**config.mk**
```make
export PLATFORM = sky130hd
export DESIGN_NAME = motor_drive
export DESIGN_NICKNAME = d
export VERILOG_FILES = /design/src/rtl/motor_drive.sv
export SDC_FILE = /design/constraint.sdc
export NUM_CORES = 1
export LEC_CHECK = 0
export CORE_MARGIN = 5
export CORE_UTILIZATION = 30
export DETAILED_ROUTE_END_ITERATION = 10
export PLACE_DENSITY = 0.44
export SLEW_MARGIN = 20
export SYNTH_ARGS = -nofsm -noshare
export SYNTH_HDL_FRONTEND = slang
export SYNTH_SLANG_ARGS = --single-unit
```
**constraint.sdc**
```tcl
create_clock -name CLK -period 3.6 [get_ports CLK]
set_input_delay 1.08 -clock CLK [delete_from_list [all_inputs] [get_ports CLK]]
set_output_delay 1.08 -clock CLK [all_outputs]
set_load 0.1 [all_outputs]
```
**src/rtl/motor_drive.sv**
```systemverilog
// BLDC six-step gate driver: hall-commutated phase selection, edge-aligned PWM on the
// high side, dead-time insertion between gate vectors, and stall/invalid-hall fault latch.
module motor_drive #(
  parameter int unsigned PWM_PERIOD   = 2500,
  parameter int unsigned DEAD_TIME    = 50,
  parameter int unsigned STALL_CYCLES = 25000000
) (
  input  logic        CLK,
  input  logic        RST,
  input  logic        EN,
  input  logic        DIR,
  input  logic        BRAKE,
  input  logic [11:0] DUTY,
  input  logic        H1,
  input  logic        H2,
  input  logic        H3,
  output logic [2:0]  HS,
  output logic [2:0]  LS,
  output logic [1:0]  STATE,
  output logic        FAULT
);

  localparam int unsigned PW = ($clog2(PWM_PERIOD + 1) > 12) ? $clog2(PWM_PERIOD + 1) : 12;
  localparam int unsigned DW = (DEAD_TIME > 1) ? $clog2(DEAD_TIME + 1) : 1;
  localparam int unsigned SW = (STALL_CYCLES > 1) ? $clog2(STALL_CYCLES + 1) : 1;

  typedef enum logic [1:0] {
    ST_IDLE  = 2'b00,
    ST_RUN   = 2'b01,
    ST_BRAKE = 2'b10,
    ST_FAULT = 2'b11
  } state_t;

  state_t state, state_nxt;

  logic [2:0]    h_meta, hall, hall_prev;
  logic          hall_edge, invalid, inv_q;
  logic [PW-1:0] pwm_cnt, duty_lat, duty_ext;
  logic          pwm_wrap, pwm_on;
  logic [SW-1:0] stall_cnt;
  logic          stall_run, stall_fault;
  logic [2:0]    tbl_hi, tbl_lo;
  logic [2:0]    tgt_hs, tgt_ls;
  logic [2:0]    pend_hs, pend_ls;
  logic [2:0]    vec_hs, vec_ls, vec_hs_nxt, vec_ls_nxt;
  logic [DW-1:0] dt_cnt, dt_nxt;

  // Hall synchronizers plus one extra stage for edge detection
  always_ff @(posedge CLK or posedge RST) begin
    if (RST) begin
      h_meta    <= '0;
      hall      <= '0;
      hall_prev <= '0;
    end else begin
      h_meta    <= {H3, H2, H1};
      hall      <= h_meta;
      hall_prev <= hall;
    end
  end

  assign hall_edge = (hall != hall_prev);
  assign invalid   = (hall == 3'b000) || (hall == 3'b111);

  always_ff @(posedge CLK or posedge RST) begin
    if (RST) inv_q <= 1'b0;
    else     inv_q <= invalid && (state == ST_RUN);
  end

  assign pwm_wrap = (pwm_cnt == PW'(PWM_PERIOD - 1));
  assign duty_ext = PW'(DUTY);
  assign pwm_on   = (pwm_cnt < duty_lat);

  always_ff @(posedge CLK or posedge RST) begin
    if (RST) begin
      pwm_cnt  <= '0;
      duty_lat <= '0;
    end else if (pwm_wrap) begin
      pwm_cnt  <= '0;
      duty_lat <= (duty_ext > PW'(PWM_PERIOD)) ? PW'(PWM_PERIOD) : duty_ext;
    end else begin
      pwm_cnt  <= pwm_cnt + PW'(1);
    end
  end

  // Stall timer only runs while actually driving current; the fault fires on the
  // cycle the count would reach STALL_CYCLES.
  assign stall_run   = (state == ST_RUN) && (duty_lat != '0) && !hall_edge;
  assign stall_fault = stall_run && (stall_cnt == SW'(STALL_CYCLES - 1));

  always_ff @(posedge CLK or posedge RST) begin
    if (RST)             stall_cnt <= '0;
    else if (!stall_run) stall_cnt <= '0;
    else if (!stall_fault) stall_cnt <= stall_cnt + SW'(1);
  end

  always_ff @(posedge CLK or posedge RST) begin
    if (RST) state <= ST_IDLE;
    else     state <= state_nxt;
  end

  always_comb begin
    state_nxt = state;
    if (!EN) begin
      state_nxt = ST_IDLE;
    end else begin
      case (state)
        ST_IDLE:  state_nxt = BRAKE ? ST_BRAKE : ST_RUN;
        ST_RUN: begin
          if (BRAKE)                                  state_nxt = ST_BRAKE;
          else if ((invalid && inv_q) || stall_fault) state_nxt = ST_FAULT;
        end
        ST_BRAKE: if (!BRAKE) state_nxt = ST_RUN;
        default:  state_nxt = ST_FAULT;
      endcase
    end
  end

  always_ff @(posedge CLK or posedge RST) begin
    if (RST) FAULT <= 1'b0;
    else     FAULT <= (state_nxt == ST_FAULT);
  end

  assign STATE = state;

  // Forward commutation: one phase high, one phase low, third floating
  always_comb begin
    tbl_hi = '0;
    tbl_lo = '0;
    case (hall)
      3'b001: begin tbl_hi = 3'b001; tbl_lo = 3'b010; end
      3'b011: begin tbl_hi = 3'b001; tbl_lo = 3'b100; end
      3'b010: begin tbl_hi = 3'b010; tbl_lo = 3'b100; end
      3'b110: begin tbl_hi = 3'b010; tbl_lo = 3'b001; end
      3'b100: begin tbl_hi = 3'b100; tbl_lo = 3'b001; end
      3'b101: begin tbl_hi = 3'b100; tbl_lo = 3'b010; end
      default: begin tbl_hi = '0; tbl_lo = '0; end
    endcase
  end

  always_comb begin
    tgt_hs = '0;
    tgt_ls = '0;
    case (state)
      ST_RUN: begin
        tgt_hs = DIR ? tbl_hi : tbl_lo;
        tgt_ls = DIR ? tbl_lo : tbl_hi;
      end
      ST_BRAKE: tgt_ls = '1;
      default: begin
        tgt_hs = '0;
        tgt_ls = '0;
      end
    endcase
  end

  // pend_* tracks the latest target; any change blanks the gates and (re)starts the
  // dead timer, except a change to all-off which is safe to apply at once.
  always_comb begin
    vec_hs_nxt = vec_hs;
    vec_ls_nxt = vec_ls;
    dt_nxt     = dt_cnt;
    if ({tgt_hs, tgt_ls} != {pend_hs, pend_ls}) begin
      if (({tgt_hs, tgt_ls} == '0) || (DEAD_TIME == 0)) begin
        vec_hs_nxt = tgt_hs;
        vec_ls_nxt = tgt_ls;
        dt_nxt     = '0;
      end else begin
        vec_hs_nxt = '0;
        vec_ls_nxt = '0;
        dt_nxt     = DW'(DEAD_TIME);
      end
    end else if (dt_cnt != '0) begin
      dt_nxt = dt_cnt - DW'(1);
      if (dt_cnt == DW'(1)) begin
        vec_hs_nxt = pend_hs;
        vec_ls_nxt = pend_ls;
      end
    end
  end

  always_ff @(posedge CLK or posedge RST) begin
    if (RST) begin
      pend_hs <= '0;
      pend_ls <= '0;
      vec_hs  <= '0;
      vec_ls  <= '0;
      dt_cnt  <= '0;
      HS      <= '0;
    end else begin
      pend_hs <= tgt_hs;
      pend_ls <= tgt_ls;
      vec_hs  <= vec_hs_nxt;
      vec_ls  <= vec_ls_nxt;
      dt_cnt  <= dt_nxt;
      HS      <= vec_hs_nxt & {3{pwm_on}};
    end
  end

  assign LS = vec_ls;

endmodule

```
==> reports/metrics.cfg, run 1 <==
[floorplan]
die_h_microns=128
die_area_sq_um=16400
start_util_pct=30.5
pin_count=29
die_x_microns=128
num_rows=43
core-area_sq_um=13800

[final_layout]
nNetsFinal=492
layout-drive-gt1-share_pct=7.21
diodes=0
area_growth_syn_to_layout_pct=17.8
finalNonFillerCells=638

[critical_path]
cp-end-kind=flip-flop
worstPathMaxFanout=11
crit_type=input port to flip-flop
cp.arrival_ps=3200
setup.worst_path.start_class=input port
crit_required_ps=3790

[global_route]
globalRouteOverflowTotal=0
grt_max_degree=38
grt_pass1_vias=3111
antenna_found_initial=0
grt_pass1_wl_microns=15700
track_usage_pct=11.8

[timing]
period_minus_slack_ps=3010
finClkSkew_ps=5.79
setup-violations-final=0
fin_tns_setup_ps=0
whs_ps=347
max_clock_freq_mhz=332
fin_crit_sh_pct=83.7
maxSlewHeadroom_pct=47.9
rsz0062_at_grt=no
hold_viol_final=0
drv_slew=0
worst_pin_slew_ps=781

[yosys]
ys_async_sr_fraction_pct=100
synth_seq_cells=83
synth_most_common_cell=dfrtp_1
syn_inst=422
yosysSeqAreaShare_pct=49.5
synth_flop_cell=dfrtp_1
netlist.area_leader.share_pct=49.5
synth_edf_count=0
synth_area_leader_cell=dfrtp_1
yosysUniqueCellTypes=41
synth_common_cells=dfrtp_1, nor2_1, nand2_1, xor2_1, nand3_1
avgSynthCellArea_sq_um=9.94
synthesis.area_sq_um=4190
synth.net_count=461
synth.area.top_cells=dfrtp_1, xor2_1, ha_1, nor2_1, nand3_1
yosysWarningCount=0

[detailed_routing]
post_drt_wl_per_cell_microns=13.8
num_vias=3021
drtAntennaViolNets=0
first_pass_iters=6
drt-total-wl_microns=8810
viasPerCell=4.74
first_iter_violations=175
drc=0

[clocking]
clockBufferDepth=2
cts.sinks=83
cts_resized=0
htreeDepth=3
cts_tree=yes
path_clk_slew_ps=60
cts_buffers=9
hold_buffers=0
cts_setup_buffers=0
root_buffer=clkbuf_16
clk_latency_ps=340

[placement]
placed_cells=622
dp.final_hpwl_microns=6310
port_buffers=28
place_congestion=0.752

[worst_hold_path]
hold_class=flip-flop to flip-flop

[power]
leakage_nw=2.28
ir_drop_uv=229
p_per_area_nw_per_um2=454
total_power_mw=2.25

[outcome]
status=completed

[flow_run]
drv_cap=0

## worst max-delay path, cell delays in order
cell and delay, ps:
clkdlybuf4s50_1 430, nand2b_1 250, o22ai_1 350, xor2_1 130, nor4_2 430, nand3_2 330
mux2i_1 190
## flip-flops by register name, indices dropped and copies added (netlist names)
name	flops
stall_cnt	25
duty_lat	12
pwm_cnt	12
dt_cnt	6
HS	3
LS	3
h_meta	3
hall	3
hall_prev	3
pend_hs	3
pend_ls	3
vec_hs	3
STATE	2
FAULT	1
inv_q	1
## metal layers
metal | wire length [microns] | track usage (%)
met1 | 4470 | 16.7
met2 | 3810 | 17.2
met3 | 398 | 3.50
met4 | 133 | 4.24
met5 | 0 | 0
## layout make-up
type	instances	area, sq um
Clock buffer	10	239
Timing Repair Buffer	31	293
Inverter	19	72.6
Multi-Input combinational cell	309	1990
Fill cell	1461	8830
Tap cell	180	225
Sequential cell	83	2080
Clock inverter	6	41.3
## logic make-up after synthesis
logic type                 share of synthesized area, %
and+or+nand+nor                                    23.4
xor gates and xnor gates                           8.77
muxes                                              2.89
buffers and inverters                              2.92
DFF                                                49.5
AOI/OAI and AO/OA                                  6.86
adders and majority gates                          5.67
## cells in the final DEF, fill, tap and decap left out, drive strengths merged, types with 15 or more instances in the layout
master,instances
a21oi,15
ha,19
nand2,29
nand3,26
clkdlybuf4s50,19
inv,18
dfrtp,83
nor2,51
xor2,29
## per-stage QoR
stage | cell area [sq um] | worst slack (ps) | util [%]
detailed placement | 4660 | 231 | 33.8
global placement | 4660 | 371 | 33.8
global route | 4940 | 361 | 35.9
CTS | 4940 | 589 | 35.9
finish | 4940 | 588 | 35.9
floorplan | 4190 | 383 | -
## worst paths after layout
check / start / to / slack, ps / cells after the start
worst min register to register: h_meta[0] / hall[0] / 350 / 0
min in group asynchronous: RST / duty_lat[3] / 1140 / 2
worst max-delay path: DIR / dt_cnt[5] / 590 / 7
worst max register to register: STATE[1] / dt_cnt[5] / 990 / 8
max in group asynchronous: RST / stall_cnt[23] / 1810 / 3
worst min-delay path: h_meta[0] / hall[0] / 350 / 0
## power by group
part	total (mW)	internal [mW]	switching [mW]	leakage, nW
Clock	0.863	0.484	0.379	0.130
Sequential	1.03	0.978	0.0482	1.06
Combinational	0.357	0.151	0.206	1.09
Total	2.25	1.61	0.633	2.28
(Power assumes the default switching activity.)
==> run 2, diff against run 1 <==
PLACE_DENSITY = 0.46   (was 0.44)
clock period = 2.5 ns   (was 3.6 ns; I/O delays follow)
==> reports/metrics.cfg, run 2 (same netlist as run 1, synthesis figures left out) <==
[outcome]
status=completed

[critical_path]
reg2reg_setup_slack_ps=270  ; -720 ps
crit_path_max_incr_delay_ps=420  ; about the same
path_common_cell=mux2i_1
rr_startpoint=STATE[1]
crit_type=input port to flip-flop
cp-end-kind=flip-flop
worstPathMaxFanout=11  ; unchanged
rr_endpoint=dt_cnt[1]
cp.arrival_ps=2520  ; -680 ps
critPathSlowestCell=clkdlybuf4s50_1
r2r_cells=9  ; +1
crit_required_ps=2710  ; -1080 ps
path_cells=clkdlybuf4s50_1 > nand2b_2 > o22ai_2 > mux2i_1 > nor4_2 > buf_4 > nand3_4 > mux2i_1
setup.worst_path.start_class=input port

[clocking]
cts.sinks=83  ; unchanged
cts_buffers=9  ; unchanged
root_buffer=clkbuf_16
clockBufferDepth=2  ; unchanged
path_clk_slew_ps=60  ; about the same
clk_latency_ps=330  ; about the same
htreeDepth=3  ; unchanged
cts_tree=yes

[timing]
finClkSkew_ps=3.46  ; -2.33 ps
setup-violations-final=0  ; unchanged
maxSlewHeadroom_pct=69.4  ; +21 points
max_clock_freq_mhz=434
rsz0062_at_grt=no
worst_pin_slew_ps=459  ; -323 ps
fin_crit_sh_pct=92.2
period_minus_slack_ps=2310
layout_setup_ws_ps=194  ; -394 ps
fin_tns_setup_ps=0  ; unchanged
drv_slew=0  ; unchanged
hold_viol_final=0  ; unchanged
whs_ps=353  ; +6.38 ps

[floorplan]
die_h_microns=128  ; unchanged
start_util_pct=30.5  ; unchanged
num_rows=43  ; unchanged
core-area_sq_um=13800  ; unchanged
pin_count=29  ; unchanged
die_x_microns=128  ; unchanged
die_area_sq_um=16400  ; unchanged

[worst_hold_path]
whs_path_depth=0  ; unchanged
hold_class=flip-flop to flip-flop
hp-start=h_meta[2]
holdPathEnd=hall[2]

[placement]
dp.final_hpwl_microns=6260  ; -0.79%
place_congestion=0.742  ; -1.3%
port_buffers=28  ; unchanged
dp_slack_ps=-327  ; -559 ps

[final_layout]
fillers=1405  ; -3.8%
multi_input_area_sq_um=2020  ; +1.1%
largest_reg_flops=25  ; unchanged
regMostFlops=stall_cnt
layout_common_cells=dfrtp_1, nor2_1, xor2_1, nand2_1, nand3_1
nNetsFinal=505  ; +2.6%
top_regs=stall_cnt: 25 flops, duty_lat: 12 flops, pwm_cnt: 12 flops
diodes=0  ; unchanged
final_common_cell=dfrtp_1
area_growth_syn_to_layout_pct=22.1
layout.area.seq_sq_um=2080  ; +0.12%
layout-drive-gt1-share_pct=10.4  ; +3.2 points

[power]
pwr-share-clk_pct=41.5  ; +3.1 points
leakage_nw=2.37  ; +3.7%
p_per_area_nw_per_um2=674  ; +48%
swShare_pct=26.0  ; -2.1 points
seqPwrFrac_pct=42.7  ; -3.0 points
total_power_mw=3.45  ; +54%
combinationalPowerShare_pct=15.8  ; about the same
ir_drop_uv=340  ; +49%
p_sw_mw=0.899  ; +42%
p_int_mw=2.55  ; +58%

[detailed_routing]
drtAntennaViolNets=0  ; unchanged
post_drt_wl_per_cell_microns=13.1  ; -5.4%
viasPerCell=4.63  ; -2.3%
first_pass_iters=4  ; -2
num_vias=3012  ; -0.30%
first_iter_violations=113  ; -35%
drt-total-wl_microns=8510  ; -3.4%
drc=0  ; unchanged

[global_route]
grt_max_degree=38  ; unchanged
globalRouteOverflowTotal=0  ; unchanged
grt_pass1_vias=3065  ; -1.5%
grt_pass1_wl_microns=15200  ; -3.2%
track_usage_pct=11.5  ; -0.38 points
antenna_found_initial=0  ; unchanged

[flow_run]
drv_cap=0  ; unchanged

run 2: changes by cell type in the layout (fill, tap and decap cells not counted), moves of 2 or more:
cell | before | now
dfrtp_2 | 0 | 2
bufinv_16 | 0 | 2
buf_4 | 11 | 23
clkinv_2 | 3 | 0
clkbuf_1 | 0 | 2
o22ai_1 | 6 | 4
dfrtp_1 | 83 | 81
o22ai_2 | 1 | 3
run 2: power by group through the flow:
stage          clock network (mW)  registers (mW)  logic [mW]
2_1_floorplan                   0            1.52       0.374
3_3_place_gp                    0            1.50       0.542
3_5_place_dp                    0            1.50       0.550
4_1_cts                      1.48            1.48       0.551
5_1_grt                      1.53            1.49       0.625
6_report                     1.43            1.48       0.546
run 2: worst max-delay path by stage:
stage	from	to	slack (ps)
finish	DIR	dt_cnt[1]	190
global placement	DIR	dt_cnt[5]	-290
detailed placement	DIR	dt_cnt[5]	-330
CTS	DIR	dt_cnt[5]	20
global route	STATE[1]	HS[0]	10
floorplan	STATE[1]	dt_cnt[1]	80
run 2: layout make-up:
type                            instances  area share (%)
Sequential cell                        83            40.6
Multi-Input combinational cell        309            39.4
Timing Repair Buffer                   44            7.87
Clock buffer                           12            4.81
Tap cell                              180            4.40
Clock inverter                          4            1.47
Inverter                               19            1.47
run 2: layer usage:
| metal | GRT usage, % | share of wire (%) | wire length [microns] |
|---|---|---|---|
| met5 | 0 | 0 | 0 |
| met1 | 16.7 | 52 | 4430 |
| met2 | 16.3 | 42 | 3570 |
| met3 | 2.33 | 3.9 | 333 |
| met4 | 5.06 | 2.0 | 174 |
run 2: repair_timing:
| action | CTS | global route |
|---|---|---|
| resized for setup | 0 | 4 |
| endpoints found under the hold margin | 0 | 0 |
| setup buffers | 0 | 0 |
| setup endpoints to repair | 0 | 13 |
| hold buffers | 0 | 0 |
run 2: critical path: cells and delay by family:
kind                   cells  cell delay, ps
AO/OA/AOI/OAI              1             200
buffers and inverters      2             600
multiplexers               2             290
AND/OR/NAND/NOR            3             680
run 2: metrics by stage:
step	utilization, %	instances	instance area [sq um]
6_report	37.2	651	5120
3_5_place_dp	34.7	635	4780
4_1_cts	37.0	651	5100
5_1_grt	37.2	651	5120
3_3_place_gp	34.7	635	4780
2_1_floorplan	-	422	4200
==> edit, RTL diff (settings of run 1) <==
Change the parameter `PWM_PERIOD` from 2500 to 1250.
--- a/src/rtl/motor_drive.sv
+++ b/src/rtl/motor_drive.sv
@@ -1,7 +1,7 @@
 // BLDC six-step gate driver: hall-commutated phase selection, edge-aligned PWM on the
 // high side, dead-time insertion between gate vectors, and stall/invalid-hall fault latch.
 module motor_drive #(
-  parameter int unsigned PWM_PERIOD   = 2500,
+  parameter int unsigned PWM_PERIOD   = 1250,
   parameter int unsigned DEAD_TIME    = 50,
   parameter int unsigned STALL_CYCLES = 25000000
 ) (
Function: same outputs for any inputs over 10 cycles, from zero or initial values and one cycle with RST high; that may be too few to reach the edited logic, so the function may still have changed.
==> edit against run 1 <==
- routed wire length rose by 1.4%
- worst setup slack worse by 26 ps
- area after synthesis up 2.8%
- die area is 2.6% higher
- critical path depth unchanged
- sequential power is essentially flat
- first-iteration DRC count is 2.3% higher
- register-to-register slack got worse by 30 ps
- design area grew 2.8%
- count of clock-buffer cells in the layout is 3 higher
- highest routed layer unchanged
- sequential cell count unchanged
- largest power group unchanged
- power increased by 6.9%
==> edit: results (changes against run 1) <==
Synth Instances = 426 (+0.95%)
hpwl dp = 6310 um (about the same)
routing usage on met1 = 0.162 (-0.00468)
Worst Skew = 3.46 ps (-2.33 ps)
Clock Path Buffers = 2 (unchanged)
Hold Crit Endpoint = hall[1]
largest net degree at the start of global routing = 84 (+120%)
placed inst area = 0.00477 mm^2 (+2.3%)
WL met2 = 3840 um (+0.81%)
gr usage total = 0.116 (-0.00210)
syn nets = 466 (+1.1%)
reg2reg path depth = 8 (unchanged)
M1 wire length = 4620 um (+3.4%)
sequential share of the synthesized area = 0.482 (-0.0135)
H-tree lvl count = 3 (unchanged)
Reg2Reg Setup Slack = 960 ps (-30 ps)
DR pass1 iterations = 4 (-2)
VDD IR max = 228 uV (-0.29%)
Vias per Instance = 4.90 (+3.5%)
Yosys cell types = 47 (+15%)
met3 Use GR = 0.0409 (+0.00593)
Nets = 497 (+1.0%)
M2 GR Usage = 0.171 (-0.000560)
top cells by count, synth = dfrtp_1 (83), nor2_1 (53), inv_1 (27)
max_slew headroom = 0.615 (+0.136)
hold_ws = 360 ps (+13.4 ps)
Lkg Pwr = 0.00232 uW (+1.7%)
Post-CTS Repair Setup Buffers = 0 (unchanged)
synth top area cells = dfrtp_1 (48%), ha_1 (5.8%), xor2_1 (5.1%), nor2_1 (4.6%), nand3_1 (2.7%)
Routed WL = 8940 um (+1.4%)
outcome = finished, final reports clean
Arrival @ worst endpoint = 3230 ps (+30 ps)
placed cell count = 626 (+0.64%)
first-pass GRT wire length = 15,500 um (-1.0%)
Setup crit end = dt_cnt[5]
gpl congestion = 0.745 (-0.93%)
Crit. Startpoint = DIR
Layout Cells excl Fill = 641 (+0.47%)
reg2reg start = STATE[1]
min-delay src = h_meta[1]
vias in the first global route = 3,155 (+1.4%)
critical path peak fanout = 12 (+1)
layout cells sized above 1 = 0.0781 (+0.00604)
initial DRC count = 179 (+2.3%)
worst setup margin = 561 ps (-26.3 ps)
met3 wire len = 369 um (-7.3%)
Setup WS pre-CTS = 188 ps (-43.3 ps)
edit: worst max-delay path, stage by stage:
cell             delay (ps)
clkdlybuf4s50_1         610
nand4bb_1               340
and3_4                  230
a2111oi_4               290
o211ai_2                200
or2_4                   330
mux2i_1                 140
edit: cell families (layout without fill, tap and decap cells):
kind of cell | Yosys count | count (layout) | synth area share
and+or+nand+nor | 186 | 186 | 0.244
DFF | 83 | 83 | 0.482
AOI/OAI and AO/OA | 53 | 53 | 0.0827
adders and majority gates | 20 | 20 | 0.0580
muxes | 8 | 8 | 0.0186
buffers and inverters | 38 | 73 | 0.0374
xor gates and xnor gates | 38 | 38 | 0.0772
edit: power breakdown:
group	total [uW]	switching (uW)	internal (uW)
Clock	975	352	624
Sequential	1030	47.0	980
Combinational	400	234	166
edit: layout make-up:
class                           count  area, um^2
Multi-Input combinational cell    305        2070
Clock buffer                       13         250
Fill cell                        1411        8910
Inverter                           27         103
Sequential cell                    83        2080
Clock inverter                      2        60.1
Timing Repair Buffer               31         293
Tap cell                          180         225
